<file path="src/rtl/sample_phase_pkg.sv">
// Shared state encoding and default sizing for the sample phase generator.
package sample_phase_pkg;

  localparam int unsigned DEF_PHASE_W    = 24;
  localparam int unsigned DEF_ADDR_W     = 8;
  localparam int unsigned DEF_WDOG_LIMIT = 600;

  typedef enum logic [1:0] {
    STOPPED = 2'd0,
    RUNNING = 2'd1,
    STALLED = 2'd2
  } state_e;

endpackage

</file>
<file path="src/rtl/edge_sync_rise.sv">
// Two-flop synchroniser for an asynchronous level, plus a third flop for
// rising-edge detection; emits a one-cycle pulse per rising edge.
module edge_sync_rise (
  input  logic clk_i,
  input  logic rst_i,
  input  logic async_i,
  output logic pulse_o
);

  logic s1_q;
  logic s2_q;
  logic s3_q;

  always_ff @(posedge clk_i) begin
    if (rst_i) begin
      s1_q <= 1'b0;
      s2_q <= 1'b0;
      s3_q <= 1'b0;
    end else begin
      s1_q <= async_i;
      s2_q <= s1_q;
      s3_q <= s2_q;
    end
  end

  // Decode of flops only, so the pulse is glitch-free within the cycle.
  assign pulse_o = s2_q & ~s3_q;

endmodule

</file>
<file path="src/rtl/sample_phase_gen.sv">
// Sample-rate phase accumulator feeding quarter-wave sine table addresses.
// Optional sample-clock watchdog with sticky stall: define SAMPLE_WDOG_EN.
module sample_phase_gen
  import sample_phase_pkg::*;
#(
  parameter int unsigned PHASE_W    = DEF_PHASE_W,
  parameter int unsigned ADDR_W     = DEF_ADDR_W,
  parameter int unsigned WDOG_LIMIT = DEF_WDOG_LIMIT
) (
  input  logic               clk_in,
  input  logic               reset,
  input  logic               sample_clk,
  input  logic               run,
  input  logic [PHASE_W-1:0] ftw,
  input  logic               ftw_load,
  output logic               sample_en,
  output logic               tbl_valid,
  output logic [ADDR_W-1:0]  tbl_addr,
  output logic               tbl_neg,
  output logic               cycle_start,
  output logic               stall
);

  if (ADDR_W + 2 > PHASE_W || WDOG_LIMIT < 2) begin : g_param_chk
    $error("sample_phase_gen: illegal parameter combination");
  end

  state_e             state_q, state_d;
  logic [PHASE_W-1:0] phase_q, phase_d;
  logic [PHASE_W-1:0] ftw_shadow_q, ftw_shadow_d;
  logic [PHASE_W-1:0] ftw_active_q, ftw_active_d;
  logic               tbl_valid_q, tbl_valid_d;
  logic [ADDR_W-1:0]  tbl_addr_q, tbl_addr_d;
  logic               tbl_neg_q, tbl_neg_d;
  logic               cycle_start_q, cycle_start_d;
  logic [PHASE_W:0]   sum_c;
  logic [1:0]         quad;
  logic [ADDR_W-1:0]  idx;

  edge_sync_rise u_sample_sync (
    .clk_i   (clk_in),
    .rst_i   (reset),
    .async_i (sample_clk),
    .pulse_o (sample_en)
  );

  assign sum_c = {1'b0, phase_q} + {1'b0, ftw_active_q};

`ifdef SAMPLE_WDOG_EN
  localparam int unsigned WDOG_W = $clog2(WDOG_LIMIT + 1);

  logic [WDOG_W-1:0] wdog_q, wdog_d;
  logic              stall_q;
`endif

  // Next-state: shadow/active FTW, phase step, table mapping and FSM.
  always_comb begin
    state_d       = state_q;
    phase_d       = phase_q;
    ftw_shadow_d  = ftw_load ? ftw : ftw_shadow_q;
    ftw_active_d  = sample_en ? ftw_shadow_q : ftw_active_q;
    tbl_valid_d   = 1'b0;
    tbl_addr_d    = tbl_addr_q;
    tbl_neg_d     = tbl_neg_q;
    cycle_start_d = 1'b0;

    if (sample_en && state_q != STALLED) begin
      tbl_valid_d = 1'b1;
      if (state_q == RUNNING && run) begin
        phase_d       = sum_c[PHASE_W-1:0];
        cycle_start_d = sum_c[PHASE_W];
      end else begin
        phase_d = '0;
      end
      state_d = run ? RUNNING : STOPPED;
    end

    // Quadrants 1 and 3 walk the table backwards.
    quad = phase_d[PHASE_W-1 -: 2];
    idx  = phase_d[PHASE_W-3 -: ADDR_W];
    if (tbl_valid_d) begin
      tbl_addr_d = quad[0] ? ~idx : idx;
      tbl_neg_d  = quad[1];
    end

`ifdef SAMPLE_WDOG_EN
    wdog_d = wdog_q;
    if (state_q != STALLED) begin
      wdog_d = sample_en ? '0 : WDOG_W'(wdog_q + 1'b1);
      if (wdog_d == WDOG_W'(WDOG_LIMIT)) begin
        state_d = STALLED;
      end
    end
`endif
  end

  always_ff @(posedge clk_in) begin
    if (reset) begin
      state_q       <= STOPPED;
      phase_q       <= '0;
      ftw_shadow_q  <= '0;
      ftw_active_q  <= '0;
      tbl_valid_q   <= 1'b0;
      tbl_addr_q    <= '0;
      tbl_neg_q     <= 1'b0;
      cycle_start_q <= 1'b0;
    end else begin
      state_q       <= state_d;
      phase_q       <= phase_d;
      ftw_shadow_q  <= ftw_shadow_d;
      ftw_active_q  <= ftw_active_d;
      tbl_valid_q   <= tbl_valid_d;
      tbl_addr_q    <= tbl_addr_d;
      tbl_neg_q     <= tbl_neg_d;
      cycle_start_q <= cycle_start_d;
    end
  end

`ifdef SAMPLE_WDOG_EN
  // Stall is sticky: only reset leaves STALLED.
  always_ff @(posedge clk_in) begin
    if (reset) begin
      wdog_q  <= '0;
      stall_q <= 1'b0;
    end else begin
      wdog_q  <= wdog_d;
      stall_q <= (state_d == STALLED);
    end
  end

  assign stall = stall_q;
`else
  assign stall = 1'b0;
`endif

  assign tbl_valid   = tbl_valid_q;
  assign tbl_addr    = tbl_addr_q;
  assign tbl_neg     = tbl_neg_q;
  assign cycle_start = cycle_start_q;

endmodule

</file>
<file path="config.mk">
export PLATFORM = sky130hd
export DESIGN_NAME = sample_phase_gen
export DESIGN_NICKNAME = d
export VERILOG_FILES = /design/src/rtl/sample_phase_pkg.sv /design/src/rtl/edge_sync_rise.sv /design/src/rtl/sample_phase_gen.sv
export SDC_FILE = /design/constraint.sdc
export NUM_CORES = 1
export LEC_CHECK = 0
export CAP_MARGIN = 10
export CORE_ASPECT_RATIO = 1.75
export CORE_MARGIN = 3
export CORE_UTILIZATION = 57
export DETAILED_ROUTE_END_ITERATION = 8
export PLACE_DENSITY = 0.91
export SYNTH_ARGS = -nofsm -noshare
export SYNTH_HDL_FRONTEND = slang
export SYNTH_SLANG_ARGS = --single-unit
</file>
<file path="constraint.sdc">
create_clock -name clk_in -period 3.57 [get_ports clk_in]
set_input_delay 0.714 -clock clk_in [delete_from_list [all_inputs] [get_ports clk_in]]
set_output_delay 0.714 -clock clk_in [all_outputs]
set_load 0.05 [all_outputs]
</file>
==> results.md <==
- After detailed routing, the average wire length per cell comes to about 16 µm.
- The worst-margin pin slew is ~880 ps.
- For this run, the number of Yosys warnings is 0.
- The worst pin sits at a relative slew slack of approximately two fifths.
- The net count of the finished layout is 590.
- The number of nets handed over by synthesis was 564.
- The power dissipated by switching net loads is roughly 0.00049 W.
- The run finished with clean final reports.
- The CTS H-tree depth is 3.
- The synthesized design spends more area on one cell type than any other, namely sky130_fd_sc_hd__dfxtp_1.
- The number of hold-slack violations in the final timing report is 0.
- The clock transition time at the flip-flop clock pins of the worst setup and hold paths is 60 ps.
- The number of inserted filler cells in the final layout is 594.
- Along the worst hold path, the cell count comes to 1.
- The number of primary I/O pins is between 40 and 50.
- The root buffer selected by CTS is sky130_fd_sc_hd__clkbuf_16.
- Dividing the synthesized area by the synthesized cell count gives 8.59 µm².
- The capturing point of the worst reg2reg path is tbl_neg$_SDFFE_PP0P_.
- The total global routing overflow is 0.
- The estimated wirelength of the detail-placed design is around 7.4 mm.
- The final setup skew is about 8.0 ps.
- The die span in y is ~120 µm.
- The number of maximum-capacitance constraint violations is 0.
- Counting along the longest clock path gives a buffer depth of 2.
- The commonest non-fill, non-tap cell in the layout is sky130_fd_sc_hd__dfxtp_1.
- For the final routed database, the setup TNS stands at 0 ps.
- The detailed router finished its first iteration with roughly 190 violations.
- The worst register-to-register path begins at phase_q[4]$_SDFFE_PP0P_.
- In this run the core area contains 41 standard-cell rows.
- By area the synthesized netlist is led by sky130_fd_sc_hd__dfxtp_1, sky130_fd_sc_hd__ha_1, sky130_fd_sc_hd__nand2_1, sky130_fd_sc_hd__a21oi_1, sky130_fd_sc_hd__mux2i_1.
- Of the synthesized area, sequential elements account for 39.8%.
- Based on the critical path, the design can be clocked at up to roughly 370 MHz.
- Excluding fillers, the count of instances in the completed layout stands at between 600 and 700.
- For this configuration, the core starts out at a cell density of around 60%.
- The first global-routing pass estimated ~17 mm of wire.
- The routed layout has about 3700 vias.
- The design internal power is roughly 0.0016 W.
- Overall power consumption after layout is estimated at roughly 0.0021 W.
- The largest fanout on the critical path is 5.
- The initial antenna violation count came to 0.
- Global routing consumed, over all layers together, between 20% and 30% of the routing resources.
- The primary flip-flop cell chosen by synthesis mapping is sky130_fd_sc_hd__dfxtp_1.
- The static leakage power is 2.05 nW.
- In this run, synthesis inferred 0 flip-flops with an integrated enable.
- STA classifies the critical path endpoint as a flop.
- Following the worst setup path forward leads to its endpoint at tbl_neg$_SDFFE_PP0P_.
- The critical path start-end classification is reg2reg.
- The cell count after synthesis came out at a little over 500.
- The number of global-route vias before repair is 3704.
- Setup repair after global routing left no endpoint under its margin.
- The synthesized cell area is 4380 µm².
- The number of instances resized during post-cts repair is 0.
- The count of TritonRoute iterations in the first routing pass is 4.
- The worst setup path is launched from a flop.
- The die footprint is between 8000 and 9000 µm².
- 0 antenna diodes ended up in the layout.
- Across all setup checks in the final design, the least slack found is around 900 ps.
- The critical path starts at phase_q[4]$_SDFFE_PP0P_.
- Dividing the detail-routed via count by the number of cells gives ~5.9.
- The share of total power consumed by net switching is a little under a quarter.
- In the layout the commonest cells are sky130_fd_sc_hd__dfxtp_1, sky130_fd_sc_hd__nand2_1, sky130_fd_sc_hd__nor2_1.
- After detailed routing, the number of remaining DRC violations is 0.
- The routed design could run at a clock period as short as approximately 2700 ps.
- Compared with the post-synthesis result, the final layout area differs by 16.0%.
- The synthesized design devotes to its leading area cell type between 30% and 40% of total area.
- STA puts the critical path data arrival time at 2930 ps.
- The post-synthesis register bit count is just under 90.
- The clock net sink count is 87.
- In this run, CTS created clock tree buffers numbering 9.
- The netlist uses 60 different library cells.
- The worst-case IR drop observed on VDD is between 0.0004 and 0.0005 V.
- The portion of total power attributed to combinational logic is under 10%.
- Of the cells placed in the final design, the portion with a size suffix greater than 1 is under 10%.
- Power spread over the standard cell area amounts to ~410 nW/µm².
- The clock power share is ~46%.
- Setup violations remaining at the end of the flow were counted as 0.
- The congestion estimate from routability-driven global placement came to 0.937.
- Measured along the x axis, the die boundary spans roughly 72 µm.
- The depth of the most critical reg-to-reg path is 9.
- Including well taps, the total number of placed cells is approximately 600.
- The portion of total power attributed to sequential cells is 48.1%.
- The placeable core region is ~7300 µm².
- In the finished design, the share of the clock period the worst path needs comes to 75.5%.
- The count of pins over their slew limit is 0.
- Buffers added to address setup during post-CTS repair amount to 0.
- The flop-to-flop setup slack is about 870 ps.
- Port buffering added 40 buffers.
- For this run, asynchronously set or reset flops after synthesis account for 0%.
- Data on the critical path is required at its endpoint by about 3800 ps.
- The number of hold-repair buffers added at the cts stage is 0.
- The insertion delay to the later sink of the worst-skew pair is 350 ps.
- The class of the most critical hold timing path is reg2reg.
- The total wirelength of the detailed-routed design is between 10 and 15 mm.
- The setup slack at placement is 908 ps.
- The count of nets left with antenna violations once routing finished came out at 0.
- Entering global routing, the biggest net connects 78 pins.
- The TritonCTS clock tree is done.
==> layout make-up <==
type,instances,area (µm²),area share (%)
Clock buffer,9,225,4.43
Clock inverter,7,80.1,1.58
Inverter,11,41.3,0.812
Multi-Input combinational cell,381,2450,48.2
Sequential cell,87,1740,34.3
Tap cell,86,108,2.12
Timing Repair Buffer,46,438,8.62
==> worst min path at each step <==
| stage | from | endpoint | slack, ps |
|---|---|---|---|
| 2_1_floorplan | u_sample_sync.s1_q$_SDFF_PP0_ | u_sample_sync.s2_q$_SDFF_PP0_ | 410 |
| 3_3_place_gp | u_sample_sync.s1_q$_SDFF_PP0_ | u_sample_sync.s2_q$_SDFF_PP0_ | 430 |
| 3_5_place_dp | u_sample_sync.s1_q$_SDFF_PP0_ | u_sample_sync.s2_q$_SDFF_PP0_ | 430 |
| 4_1_cts | ftw_shadow_q[8]$_SDFFE_PP0P_ | ftw_active_q[8]$_SDFFE_PP0P_ | 450 |
| 5_1_grt | u_sample_sync.s1_q$_SDFF_PP0_ | u_sample_sync.s2_q$_SDFF_PP0_ | 460 |
| 6_report | u_sample_sync.s1_q$_SDFF_PP0_ | u_sample_sync.s2_q$_SDFF_PP0_ | 440 |
==> flip-flops by register name, indices dropped and copies added, names as in the netlist <==
signal              count
ftw_active_q           24
ftw_shadow_q           24
phase_q                24
tbl_addr                8
cycle_start             1
state_q                 1
tbl_neg                 1
tbl_valid               1
u_sample_sync.s1_q      1
u_sample_sync.s2_q      1
u_sample_sync.s3_q      1
==> power groups by stage <==
stage                     Clock [W]  Combinational, W  Sequential [W]
after floorplan                   0         0.0000772         0.00102
after global placement            0          0.000120         0.00103
after detailed placement          0          0.000123         0.00103
after CTS                  0.000977          0.000124         0.00100
after global routing        0.00101          0.000136         0.00101
final                      0.000961          0.000124         0.00100
==> logic make-up (layout without fill, tap and decap cells) <==
group / Yosys count / after routing / synth area share [%]
mux: 24 / 24 / 5.48
buf+inv: 42 / 73 / 4.34
xor+xnor: 23 / 23 / 4.60
other cells: 1 / 1 / 0.0856
fa+ha+maj: 25 / 25 / 7.31
simple gates: 177 / 177 / 17.6
flops: 87 / 87 / 39.8
compound gates: 131 / 131 / 20.9
==> metrics by stage <==
| step | instance area, µm² | util, % | hold slack (ps) |
|---|---|---|---|
| floorplan | 4380 | - | 414 |
| global placement | 4780 | 65.1 | 426 |
| detailed placement | 4780 | 65.1 | 433 |
| CTS | 5080 | 69.3 | 452 |
| global route | 5080 | 69.3 | 461 |
| finish | 5080 | 69.3 | 444 |
==> routing by layer <==
metal,GRT usage [%],up-vias,wire (µm)
met1,25.0,1769,3800
met4,14.0,0,435
met3,4.95,29,347
met2,46.2,91,5750
li1,-,1830,-
met5,0,-,0
==> critical path, stage by stage, from the launching register on <==
cell                       delay [ps]
sky130_fd_sc_hd__dfxtp_1          320
sky130_fd_sc_hd__ha_1             380
sky130_fd_sc_hd__a21o_1           250
sky130_fd_sc_hd__a31o_1           230
sky130_fd_sc_hd__o2111a_2         350
sky130_fd_sc_hd__o311ai_4         340
sky130_fd_sc_hd__nor2b_4          230
sky130_fd_sc_hd__o41ai_2          100
sky130_fd_sc_hd__xor2_1           160
sky130_fd_sc_hd__a22o_1           230
==> synth_stat cells, types with 2 or more instances <==
master	count
sky130_fd_sc_hd__dfxtp_1	87
sky130_fd_sc_hd__nand2_1	79
sky130_fd_sc_hd__nor2_1	56
sky130_fd_sc_hd__a21oi_1	55
sky130_fd_sc_hd__ha_1	24
sky130_fd_sc_hd__mux2i_1	24
sky130_fd_sc_hd__clkbuf_1	19
sky130_fd_sc_hd__nand3_1	13
sky130_fd_sc_hd__xnor2_1	12
sky130_fd_sc_hd__inv_1	11
sky130_fd_sc_hd__xor2_1	11
sky130_fd_sc_hd__o21ai_0	10
sky130_fd_sc_hd__a22o_1	9
sky130_fd_sc_hd__a22oi_1	9
sky130_fd_sc_hd__a21o_1	6
sky130_fd_sc_hd__nor2b_1	6
sky130_fd_sc_hd__buf_1	5
sky130_fd_sc_hd__o21a_1	5
sky130_fd_sc_hd__nand2b_1	4
sky130_fd_sc_hd__nor3_1	4
sky130_fd_sc_hd__a21oi_2	3
sky130_fd_sc_hd__a2bb2oi_1	3
sky130_fd_sc_hd__buf_6	3
sky130_fd_sc_hd__nand4_1	3
sky130_fd_sc_hd__o21ai_1	3
sky130_fd_sc_hd__o21bai_1	3
sky130_fd_sc_hd__a21boi_0	2
sky130_fd_sc_hd__a31o_1	2
sky130_fd_sc_hd__and3_1	2
sky130_fd_sc_hd__buf_2	2
sky130_fd_sc_hd__buf_4	2
sky130_fd_sc_hd__o211ai_1	2
sky130_fd_sc_hd__o221ai_1	2
sky130_fd_sc_hd__o31ai_1	2
sky130_fd_sc_hd__or3_1	2
(Power assumes the default switching activity.)
==> edit: new RTL, same flow settings <==
`tbl_addr_q` no longer has a reset.
--- a/src/rtl/sample_phase_gen.sv
+++ b/src/rtl/sample_phase_gen.sv
@@ -101,7 +101,6 @@
       ftw_shadow_q  <= '0;
       ftw_active_q  <= '0;
       tbl_valid_q   <= 1'b0;
-      tbl_addr_q    <= '0;
       tbl_neg_q     <= 1'b0;
       cycle_start_q <= 1'b0;
     end else begin
@@ -110,10 +109,13 @@
       ftw_shadow_q  <= ftw_shadow_d;
       ftw_active_q  <= ftw_active_d;
       tbl_valid_q   <= tbl_valid_d;
-      tbl_addr_q    <= tbl_addr_d;
       tbl_neg_q     <= tbl_neg_d;
       cycle_start_q <= cycle_start_d;
     end
+  end
+
+  always_ff @(posedge clk_in) begin
+    tbl_addr_q <= tbl_addr_d;
   end
 
 `ifdef SAMPLE_WDOG_EN
Check against the original RTL: differs if reset is asserted again (counterexample within 10 cycles, from zero or initial values and one cycle with reset high); with reset held inactive, the same outputs for 10 cycles.
==> edit against the original RTL <==
Clock power up 5%; routed wire length down 1.4%; cell area is 1.6% higher; first-iteration DRC count rose by 47%; sequential cell count stayed put; setup slack worse by 0.40 ns; synthesized area up 0.54%; clock skew shrank 0.0014 ns; power is 3.4% higher; sequential share of layout area rose by 1.0 points; critical path type unchanged; critical endpoint is now tbl_addr[0]$_DFFE_PP_.
==> edit: results (changes against the original RTL) <==
stage,metric,value,unit,change
placed_design,pre_cts_slack,0.5250,ns,was 0.9082 ns
global_route,grt_pass1_wl,16830,um,"was 17,020 um"
timing,hold_ws,0.4501,ns,was 0.4444 ns
synth,syn_nets,555,,was 564
synth,synth_warnings,0,,unchanged
placed_design,dp.cells,606,,was 611
routing,drt-met1-wl,3723,um,was 3804 um
global_route,use_met1,24.14,%,was 25.01%
placed_design,hpwl,7129,um,was 7424 um
pwr,ir_worst_vdd,0.3154,mV,was 0.4809 mV
routing,dr.pass1.iters,5,,was 4
placed_design,placed_area,4845,sq um,was 4777 sq um
layout,fin_cells,622,,was 627
synth,synth-edff-count,8,,was 0
pwr,leakagePower,2.142,nW,was 2.054 nW
layout,fin_nets,585,,was 590
worst_setup_path,worst_path_largest_cell_delay,0.45,ns,was 0.38 ns
synth,syn_inst,501,,was 510
synth,yosys-top-cells-area,"dfxtp_1 36%, ha_1 6.8%, mux2i_1 6.1%",,"was dfxtp_1 40%, ha_1 6.9%, nand2_1 6.8%"
global_route,grt_usage,24.38,%,was 24.92%
global_route,grt_util_met3,5.164,%,was 4.955%
routing,drt_iter0_drc,272,,was 185
worst_setup_path,worst-path-max-fanout,8,,was 5
outcome,status,completed,,unchanged
worst_setup_path,cp_slowest_cell,a22o_1,,was ha_1
routing,met3_length,346,um,was 347 um
hold_path,min-delay-path-class,reg2reg,,unchanged
synth,synth_seq_area_share,41.36,%,was 39.76%
timing,max_slew_margin,49.73,%,was 40.94%
timing,fin_skew,0.006622,ns,was 0.007998 ns
placed_design,gp_congestion,0.9485,,was 0.9366
synth,yosys-top-cells-count,"79 x dfxtp_1, 71 x nand2_1, 58 x nor2_1",,"was 87 x dfxtp_1, 79 x nand2_1, 56 x nor2_1"
worst_setup_path,worstPathArrival,3.17,ns,was 2.93 ns
routing,wl_met2,5642,um,was 5749 um
layout,drive_above_1_share,6.343,%,was 7.394%
routing,wl_per_cell,16.38,um,was 16.48 um
routing,vias,3779,,"was 3,719"
clocking,numCtsBuffers,9,,unchanged
synth,ys_types,61,,was 60
global_route,grt_max_degree,47,,was 78
global_route,grtUsageMet2,44.52,%,was 46.23%
edit: cell count changes after synthesis, moves of 6 or more:
| cell | delta |
|---|---|
| a21oi_1 | -16 |
| a22o_1 | -8 |
| dfxtp_1 | -8 |
| edfxtp_1 | +8 |
| inv_1 | +6 |
| nand2_1 | -8 |
edit: cells by family after synthesis:
group | Yosys count | share of synthesized area [%]
DFF | 87 | 41.36
buffers and inverters | 43 | 3.949
and+or+nand+nor | 178 | 17.95
muxes | 27 | 6.136
other | 1 | 0.08515
AOI/OAI and AO/OA | 124 | 19.40
adders and majority gates | 25 | 7.273
xor gates and xnor gates | 16 | 3.835
edit: power breakdown:
group / internal [mW] / switching (mW) / leakage (nW)
combinational: 0.0598 / 0.0719 / 1.27
sequential: 1.01 / 0.0126 / 0.719
clock: 0.614 / 0.392 / 0.157
edit: worst paths after layout:
kind	from	end	cells after the start	slack [ns]
max reg2reg	ftw_active_q[0]$_SDFFE_PP0P_	tbl_addr[0]$_DFFE_PP_	11	0.47
max	ftw_active_q[0]$_SDFFE_PP0P_	tbl_addr[0]$_DFFE_PP_	11	0.47
min reg2reg	ftw_shadow_q[14]$_SDFFE_PP0P_	ftw_active_q[14]$_SDFFE_PP0P_	2	0.45
min	ftw_shadow_q[14]$_SDFFE_PP0P_	ftw_active_q[14]$_SDFFE_PP0P_	2	0.45
edit: final cells by class:
cell class / count / area (sq um)
Fill cell: 550 / 2172
Clock buffer: 9 / 225.2
Multi-Input combinational cell: 371 / 2409
Inverter: 17 / 63.81
Tap cell: 86 / 107.6
Sequential cell: 87 / 1822
Timing Repair Buffer: 45 / 442.9
Clock inverter: 7 / 93.84
